[src/rtl/p405s_add_seq_arb_pkg.sv]
// Shared types and constants for the two-pass 64-bit adder sequencer.
package p405s_addSeqPkg;

    localparam int ADD_WIDTH = 32;
    localparam int DWIDTH    = 2 * ADD_WIDTH;

    localparam logic REQ_EXE = 1'b0;
    localparam logic REQ_VEC = 1'b1;

    typedef enum logic [1:0] {
        ST_IDLE = 2'd0,
        ST_LO   = 2'd1,
        ST_HI   = 2'd2,
        ST_RSP  = 2'd3
    } state_e;

endpackage

[src/rtl/p405s_add_seq_arb_rrarb2.sv]
// Two-input round-robin arbiter; the pointer moves to the loser after every grant.
module p405s_rrArb2 #(
    parameter bit RR_INIT = 1'b0
) (
    input  logic       clk_i,
    input  logic       rst_ni,
    input  logic [1:0] req_i,
    input  logic       en_i,
    output logic [1:0] gnt_o,
    output logic       gnt_id_o,
    output logic       ptr_o
);

    logic ptr_q, ptr_d;

    always_comb begin
        gnt_o = 2'b00;
        if (en_i) begin
            if (req_i == 2'b11) begin
                gnt_o = ptr_q ? 2'b10 : 2'b01;
            end else begin
                gnt_o = req_i;
            end
        end
        gnt_id_o = gnt_o[1];
        ptr_d    = ptr_q;
        if (|gnt_o) begin
            ptr_d = ~gnt_id_o;
        end
    end

    always_ff @(posedge clk_i or negedge rst_ni) begin
        if (!rst_ni) begin
            ptr_q <= RR_INIT;
        end else begin
            ptr_q <= ptr_d;
        end
    end

    assign ptr_o = ptr_q;

endmodule

[src/rtl/p405s_add_seq_arb.sv]
// Arbitrates two requesters onto a shared 32-bit adder and runs each 64-bit add
// as a low pass then a carry-chained high pass, returning registered results.
module p405s_add_seq_arb
    import p405s_addSeqPkg::*;
#(
    parameter int WIDTH   = 32,
    parameter bit RR_INIT = 1'b0
) (
    input  logic                 CB,
    input  logic                 N_reset,
    input  logic [1:0]           reqVal,
    output logic [1:0]           reqRdy,
    input  logic [2*WIDTH-1:0]   reqA0,
    input  logic [2*WIDTH-1:0]   reqB0,
    input  logic [2*WIDTH-1:0]   reqA1,
    input  logic [2*WIDTH-1:0]   reqB1,
    input  logic [1:0]           reqCin,
    input  logic [1:0]           reqSz32,
    output logic [WIDTH-1:0]     adrA,
    output logic [WIDTH-1:0]     adrB,
    output logic                 adrCin,
    input  logic [WIDTH-1:0]     adrSum,
    input  logic                 adrCout,
    input  logic                 adrN_ZP,
    input  logic                 adrN_OP,
    output logic                 rspVal,
    input  logic                 rspRdy,
    output logic                 rspId,
    output logic [2*WIDTH-1:0]   rspSum,
    output logic                 rspCout,
    output logic                 rspZero,
    output logic                 rspOnes
);

    state_e             state_q, state_d;
    logic [1:0]         gnt;
    logic               gnt_id;
    logic               rr_ptr;
    logic               arb_en;

    logic [2*WIDTH-1:0] opA_q, opB_q;
    logic               cin_q, sz32_q, id_q;
    logic [WIDTH-1:0]   sumLo_q, sumHi_q;
    logic               carry_q;
    logic               zLo_q, oLo_q, zHi_q, oHi_q;

    assign arb_en = (state_q == ST_IDLE);

    p405s_rrArb2 #(
        .RR_INIT (RR_INIT)
    ) u_arb (
        .clk_i    (CB),
        .rst_ni   (N_reset),
        .req_i    (reqVal),
        .en_i     (arb_en),
        .gnt_o    (gnt),
        .gnt_id_o (gnt_id),
        .ptr_o    (rr_ptr)
    );

    always_ff @(posedge CB or negedge N_reset) begin
        if (!N_reset) begin
            state_q <= ST_IDLE;
        end else begin
            state_q <= state_d;
        end
    end

    always_comb begin
        state_d = state_q;
        case (state_q)
            ST_IDLE: if (|gnt) state_d = ST_LO;
            ST_LO:   state_d = sz32_q ? ST_RSP : ST_HI;
            ST_HI:   state_d = ST_RSP;
            ST_RSP:  if (rspRdy) state_d = ST_IDLE;
            default: state_d = ST_IDLE;
        endcase
    end

    // Adder inputs are forced to zero outside the two passes to keep them quiet.
    always_comb begin
        reqRdy = gnt & {2{N_reset}};
        rspVal = (state_q == ST_RSP);
        adrA   = '0;
        adrB   = '0;
        adrCin = 1'b0;
        case (state_q)
            ST_LO: begin
                adrA   = opA_q[WIDTH-1:0];
                adrB   = opB_q[WIDTH-1:0];
                adrCin = cin_q;
            end
            ST_HI: begin
                adrA   = opA_q[2*WIDTH-1:WIDTH];
                adrB   = opB_q[2*WIDTH-1:WIDTH];
                adrCin = carry_q;
            end
            default: ;
        endcase
    end

    always_ff @(posedge CB or negedge N_reset) begin
        if (!N_reset) begin
            opA_q   <= '0;
            opB_q   <= '0;
            cin_q   <= 1'b0;
            sz32_q  <= 1'b0;
            id_q    <= 1'b0;
            sumLo_q <= '0;
            sumHi_q <= '0;
            carry_q <= 1'b0;
            zLo_q   <= 1'b0;
            oLo_q   <= 1'b0;
            zHi_q   <= 1'b0;
            oHi_q   <= 1'b0;
        end else begin
            case (state_q)
                ST_IDLE: begin
                    if (|gnt) begin
                        opA_q  <= (gnt_id == REQ_VEC) ? reqA1 : reqA0;
                        opB_q  <= (gnt_id == REQ_VEC) ? reqB1 : reqB0;
                        cin_q  <= reqCin[gnt_id];
                        sz32_q <= reqSz32[gnt_id];
                        id_q   <= gnt_id;
                    end
                end
                ST_LO: begin
                    sumLo_q <= adrSum;
                    carry_q <= adrCout;
                    zLo_q   <= ~adrN_ZP;
                    oLo_q   <= ~adrN_OP;
                    // A single-word op has a notional all-zero high word.
                    if (sz32_q) begin
                        sumHi_q <= '0;
                        zHi_q   <= 1'b1;
                        oHi_q   <= 1'b1;
                    end
                end
                ST_HI: begin
                    sumHi_q <= adrSum;
                    carry_q <= adrCout;
                    zHi_q   <= ~adrN_ZP;
                    oHi_q   <= ~adrN_OP;
                end
                default: ;
            endcase
        end
    end

    assign rspId   = id_q;
    assign rspSum  = {sumHi_q, sumLo_q};
    assign rspCout = carry_q;
    assign rspZero = zLo_q & zHi_q;
    assign rspOnes = oLo_q & oHi_q;

endmodule

[config.mk]
export PLATFORM = sky130hd
export DESIGN_NAME = p405s_add_seq_arb
export DESIGN_NICKNAME = d
export VERILOG_FILES = /design/src/rtl/p405s_add_seq_arb_pkg.sv /design/src/rtl/p405s_add_seq_arb_rrarb2.sv /design/src/rtl/p405s_add_seq_arb.sv
export SDC_FILE = /design/constraint.sdc
export NUM_CORES = 1
export LEC_CHECK = 0
export BUFFER_PORTS_ARGS = -buffer_cell sky130_fd_sc_hd__buf_2
export CAP_MARGIN = 20
export CORE_AREA = 2 2 168 170
export DETAILED_ROUTE_END_ITERATION = 16
export DIE_AREA = 0 0 170 172
export PLACE_DENSITY = 0.76
export SETUP_SLACK_MARGIN = 0.4
export SLEW_MARGIN = 10
export SYNTH_ARGS = -nofsm -noshare
export SYNTH_HDL_FRONTEND = slang
export SYNTH_SLANG_ARGS = --single-unit
[constraint.sdc]
create_clock -name CB -period 1.7 [get_ports CB]
set_clock_uncertainty 0.15 [all_clocks]
set_input_delay 0.34 -clock CB [delete_from_list [all_inputs] [get_ports CB]]
set_output_delay 0.34 -clock CB [all_outputs]
set_load 0.02 [all_outputs]
# Yosys cells after proc, flatten, opt, wreduce, memory -nomap -nowiden
# Index checks and enable logic that the tools add are counted.
dict set report totals {
  inputBits 300
  output_inout_bits 136
  word_cells 56
  register_bits 203
}
dict set report classes {
  bitwise_logic 6
  magnitude_cmp 1
  muxes 21
  n_eq_ne 7
  reduce_logical 7
}
# cell count
set ops {}
lappend ops {{case mux 32 bit (2 select lines)} 3}
lappend ops {{two-way mux 64 bit} 2}
lappend ops {{two-way mux 32 bit} 1}
lappend ops {{two-way mux 2 bit} 5}
lappend ops {{case mux 2 bit (4 select lines)} 1}
lappend ops {{equality test 2 bit, second input constant} 3}
lappend ops {{two-way mux 1 bit} 6}
lappend ops {{case mux 1 bit (2 select lines)} 3}
lappend ops {{AND reduction 2 bit} 3}
lappend ops {{inequality test 2 x 1 -> 1 bit, second input constant} 2}
lappend ops {{OR reduction 2 bit} 2}
lappend ops {{NOT 1 bit} 3}
lappend ops {{AND 1 bit} 2}
lappend ops {{AND 2 bit} 1}
lappend ops {{equality test 2 x 1 -> 1 bit, second input constant} 1}
lappend ops {{logical NOT 2 bit} 1}
lappend ops {{< comparator 1 x 2 -> 1 bit, second input constant} 1}
lappend ops {{inequality test 2 bit, second input constant} 1}
lappend ops {{nonzero test 2 bit} 1}

# Longest topological paths before layout
dict set report depth {
  word_depth 6
  depth_mapped 8
  depth_no_buf 5
}

# Cells and area by module
# Synthesis repeated with hierarchy kept, for this count alone.
dict set report unflattened {
  hier_cells 969
  area_unflattened_um2 9909.5
}
# module cells_each seq_area_each_um2 n_inst area_each_um2
set by_module_without_submodules {}
lappend by_module_without_submodules {p405s_add_seq_arb 960 5054.8 1 9840.7}
lappend by_module_without_submodules {p405s_rrArb2 9 25.0 1 68.8}

# Least setup slack after synthesis
# No wires, ideal clock.
dict set report synth_timing {
  kind {register -> output}
  start {reg state_q[1]}
  end {out adrA[0]}
  setup_slack_ns -0.444
  n_path_buf 2
  arrival_ns 1.654
  required_ns 1.210
  stages_incl_launch_ff 7
  cell_sequence {dfrtp_1 -> inv_1 -> ha_1 -> clkbuf_1 -> clkbuf_1 -> a22oi_1 -> nor2b_1}
}
dict set report synth_via {
  elab_chain_cells 2
  elab_cells_between_ends 3
  cone_classes {eq/ne (2); mux (1)}
}
# element line
set synth_rtl {}
lappend synth_rtl {{start: declaration} p405s_add_seq_arb.sv:35} ;# state_e state_q, state_d;
lappend synth_rtl {{start signal: assignment} p405s_add_seq_arb.sv:65} ;# state_q <= state_d;
lappend synth_rtl {{equality test 2 bit or equality test 2 x 1 -> 1 bit (tied branches)} p405s_add_seq_arb.sv:87} ;# case (state_q)
lappend synth_rtl {{case mux 32 bit (2 select lines) (*)} p405s_add_seq_arb.sv:87}
lappend synth_rtl {{end: declaration} p405s_add_seq_arb.sv:19} ;# output logic [WIDTH-1:0] adrA,
# Mark *: on every way between the ends. The rest lies on a longest branch, timed or not.

# Final worst setup path
dict set report layout_timing {
  start {reg state_q[1]}
  end {out adrA[30]}
}
# The elaborated chain is that of the path after synthesis.

==> metrics.md <==
| Metric | Value |
|---|---|
| Status | `finished, violations left` |
| Failing checks | `negative setup slack` |
| Synthesis Warnings | `0` |
| Vias per cell | `5.99` |
| Max-cap violations | `0` |
| Core area | `27,500 um^2` |
| Dpl hpwl | `25,300 um` |
| Num CTS Buffers | `23` |
| RePlAce Congestion | `0.844` |
| Endpoints failing setup | `266` |
| Synth unique cells | `29` |
| Post-synthesis sequential area ratio | `52.3%` |
| Final design utilization | `69.0%` |
| Post-route clock period utilization | `146%` |
| Peak VDD IR | `1180 uV` |
| WP data arrival | `1.99 ns` |
| CTS root buf | `clkbuf_16` |
| Design area | `19,000 um^2` |
| Via count | `12,100` |
| Final std cells w/o fill | `2,016` |
| First-pass GRT wire length | `69,600 um` |
| Slowest library cell on the worst path | `dfrtp_1` |
| Syn_area_per_cell | `10.6 um^2` |
| DR DRC count | `0` |
| DRT Pass-1 Iters | `6` |
| Total clock sinks | `203` |
| Total track usage | `31.0%` |
| Hold Vio Cnt, Final | `0` |
| WL final | `52,500 um` |
| Slew headroom | `61.3%` |
| Final setup margin | `-0.775 ns` |
| Starting density of the core | `35.4%` |
| Max-slew violations | `0` |
| Final setup TNS | `-99.38 ns` |
| Avg WL per Cell | `26.0 um` |
| Nets | `1,952` |
| Clock Latency Late Sink | `0.51 ns` |
| Dpl cells | `1,663` |
| ANT nets after route | `0` |
| Slew @ Worst Pin | `0.579 ns` |
| CTS tree | `yes` |
| Total grt overflow | `0` |
| CP max stage delay | `0.41 ns` |
| Crit-path max FO | `8` |
| Mapped Area | `9720 um^2` |
| Nature of the critical path startpoint | `register` |
| Setup crit end kind | `output port` |
| Htree depth | `1` |
| PortBufs | `435` |
| Critical Path RT | `1.21 ns` |
| Worst min-delay path class | `in -> reg` |
| Number of DRC markers in iteration 0 | `1,095` |
| Fin crit period | `2.48 ns` |
| Critical path cell sequence | `inv_2, ha_4, buf_12, buf_16, a22oi_2, nor2b_2, buf_6` |
| Vias in the first global route | `12,300` |
| Largest net degree at the start of global routing | `67` |
| Critical path type | `reg -> out` |
| Area growth, synth to finish | `95.1%` |
| Share of layout cells above drive strength 1 | `53.4%` |
| Die Ht | `172 um` |
| Dpl cell area | `13,100 um^2` |
| Leak | `8.83 nW` |
| FMAX | `0.404 GHz` |
| Top Ports | `436` |
| Net Count, Synth | `1,223` |
| Clock buffer depth | `3` |
| Rows | `61` |
| RSZ-0062 raised after global routing | `yes` |
| Initial antenna violation count | `3` |
| Die ar. | `29,200 um^2` |
| Clock-pin slew on the worst setup and hold paths | `0.06 ns` |
| Syn Inst Count | `918` |
| P per Cell Area | `1990 nW/um^2` |
| FF+latch count, synth | `203` |
| Die Span X | `170 um` |
## layout by cell type, fill, tap and decap left out, drive strengths merged
cell type / count
dlygate4sd3: 238
nand2: 69
bufinv: 6
inv: 4
clkinv: 5
a21oi: 3
nand2b: 1
a31oi: 29
and2: 4
buf: 549
and3: 102
a211o: 1
ha: 5
mux2i: 2
mux2: 36
o21ai: 63
a211oi: 1
dfrtp: 203
o21a: 1
clkbuf: 44
o22ai: 1
nor2: 32
nor2b: 67
a221o: 101
a22oi: 66
nand3: 29
diode: 8
## layout make-up
| cell class | instances | area (um^2) |
|---|---|---|
| Timing Repair Buffer | 802 | 7100 |
| Sequential cell | 203 | 5080 |
| Clock inverter | 11 | 205 |
| Inverter | 4 | 15.0 |
| Tap cell | 346 | 433 |
| Multi-Input combinational cell | 613 | 5490 |
| Fill cell | 1745 | 8510 |
| Clock buffer | 29 | 618 |
| Antenna cell | 8 | 20.0 |
## worst paths after layout
kind / start / endpoint / slack, ns / depth (start not counted)
min: reqVal[0] / u_arb.ptr_o$_DFFE_PN0P_ / 0.01 / 3
max: state_q[1]$_DFFE_PN0P_ / adrA[30] / -0.78 / 7
min reg2reg: sumHi_q[9]$_DFFE_PN0P_ / sumHi_q[9]$_DFFE_PN0P_ / 0.35 / 2
max reg2reg: state_q[1]$_DFFE_PN0P_ / oHi_q$_DFFE_PN0P_ / -0.57 / 9
min in group asynchronous: N_reset / opA_q[17]$_DFFE_PN0P_ / 0.25 / 2
max in group asynchronous: N_reset / opB_q[13]$_DFFE_PN0P_ / 0.04 / 4
## stage by stage
| stage | setup WS, ns | hold WS (ns) | total power (W) |
|---|---|---|---|
| CTS | -0.754 | -0.0118 | 0.0331 |
| finish | -0.775 | 0.0124 | 0.0377 |
| global route | -0.827 | 0.000354 | 0.0391 |
| detailed placement | -0.280 | 0.0145 | 0.0238 |
| floorplan | -0.146 | -0.106 | 0.0184 |
| global placement | -0.222 | 0.0166 | 0.0235 |
## critical path: cells and delay by family, from the launching register on
family                   cells  cell delay [ns]
adder cells (fa/ha/maj)      1             0.19
buffers and inverters        4             0.58
flip-flops                   1             0.41
AO/OA/AOI/OAI                1             0.07
AND/OR/NAND/NOR              1             0.21
## report_power, final
group	switching [W]	internal [W]	total, W
Clock	0.00212	0.00347	0.00559
Sequential	0.00208	0.00713	0.00920
Combinational	0.0111	0.0118	0.0229
Total	0.0153	0.0224	0.0377
## timing repair
item / CTS / global route
hold buffers: 238 / 0
buffers inserted: 17 / 17
pin swaps: 30 / 91
endpoints found under the hold margin: 275 / 0
endpoints found under the setup margin: 339 / 536
gates cloned: 17 / 16
gates resized for setup: 219 / 206
## kinds of logic (layout without fill, tap and decap cells)
logic type      after synthesis  count (layout)  share of synthesized area (%)
other cells                   0               8                              0
compound gates              266             266                           21.1
simple gates                304             304                           16.7
mux                          38              38                           4.38
flops                       203             203                           52.3
buf+inv                     102             846                           4.92
fa+ha+maj                     5               5                          0.644
## flip-flops by register name, indices dropped and copies added (netlist names)
register	count
cin_q	1
oHi_q	1
sumHi_q	32
rspId	1
state_q	2
rspCout	1
opA_q	64
sumLo_q	32
zHi_q	1
opB_q	64
oLo_q	1
sz32_q	1
u_arb.ptr_o	1
zLo_q	1
## cell usage after synthesis
master | count | area [um^2]
a211o_1 | 1 | 8.76
a211oi_1 | 1 | 7.51
a21oi_1 | 2 | 10.0
a21oi_2 | 1 | 8.76
a221o_1 | 101 | 1010
a22oi_1 | 66 | 495
a31oi_1 | 29 | 181
and2_1 | 3 | 18.8
and2_4 | 1 | 8.76
and3_1 | 102 | 638
buf_1 | 1 | 3.75
buf_2 | 30 | 150
buf_4 | 8 | 60.1
buf_6 | 3 | 33.8
clkbuf_1 | 52 | 195
clkbuf_2 | 4 | 20.0
dfrtp_1 | 203 | 5080
ha_1 | 5 | 62.6
inv_1 | 4 | 15.0
mux2_2 | 36 | 405
mux2i_1 | 2 | 20.0
nand2_1 | 69 | 259
nand2b_4 | 1 | 13.8
nand3_1 | 29 | 145
nor2_1 | 32 | 120
nor2b_1 | 67 | 419
o21a_1 | 1 | 7.51
o21ai_0 | 63 | 315
o22ai_1 | 1 | 6.26
## routing by layer
| layer | wire length (um) | share of wire, % | GRT usage, % | vias to the layer above |
|---|---|---|---|---|
| met3 | 4570 | 8.7 | 6.68 | 295 |
| li1 | - | - | - | 4929 |
| met5 | 0 | 0 | 0 | - |
| met1 | 18700 | 36 | 35.7 | 5861 |
| met2 | 25900 | 49 | 53.3 | 997 |
| met4 | 3340 | 6.4 | 18.7 | 0 |
Note: power is estimated with default switching activity, not from simulation.
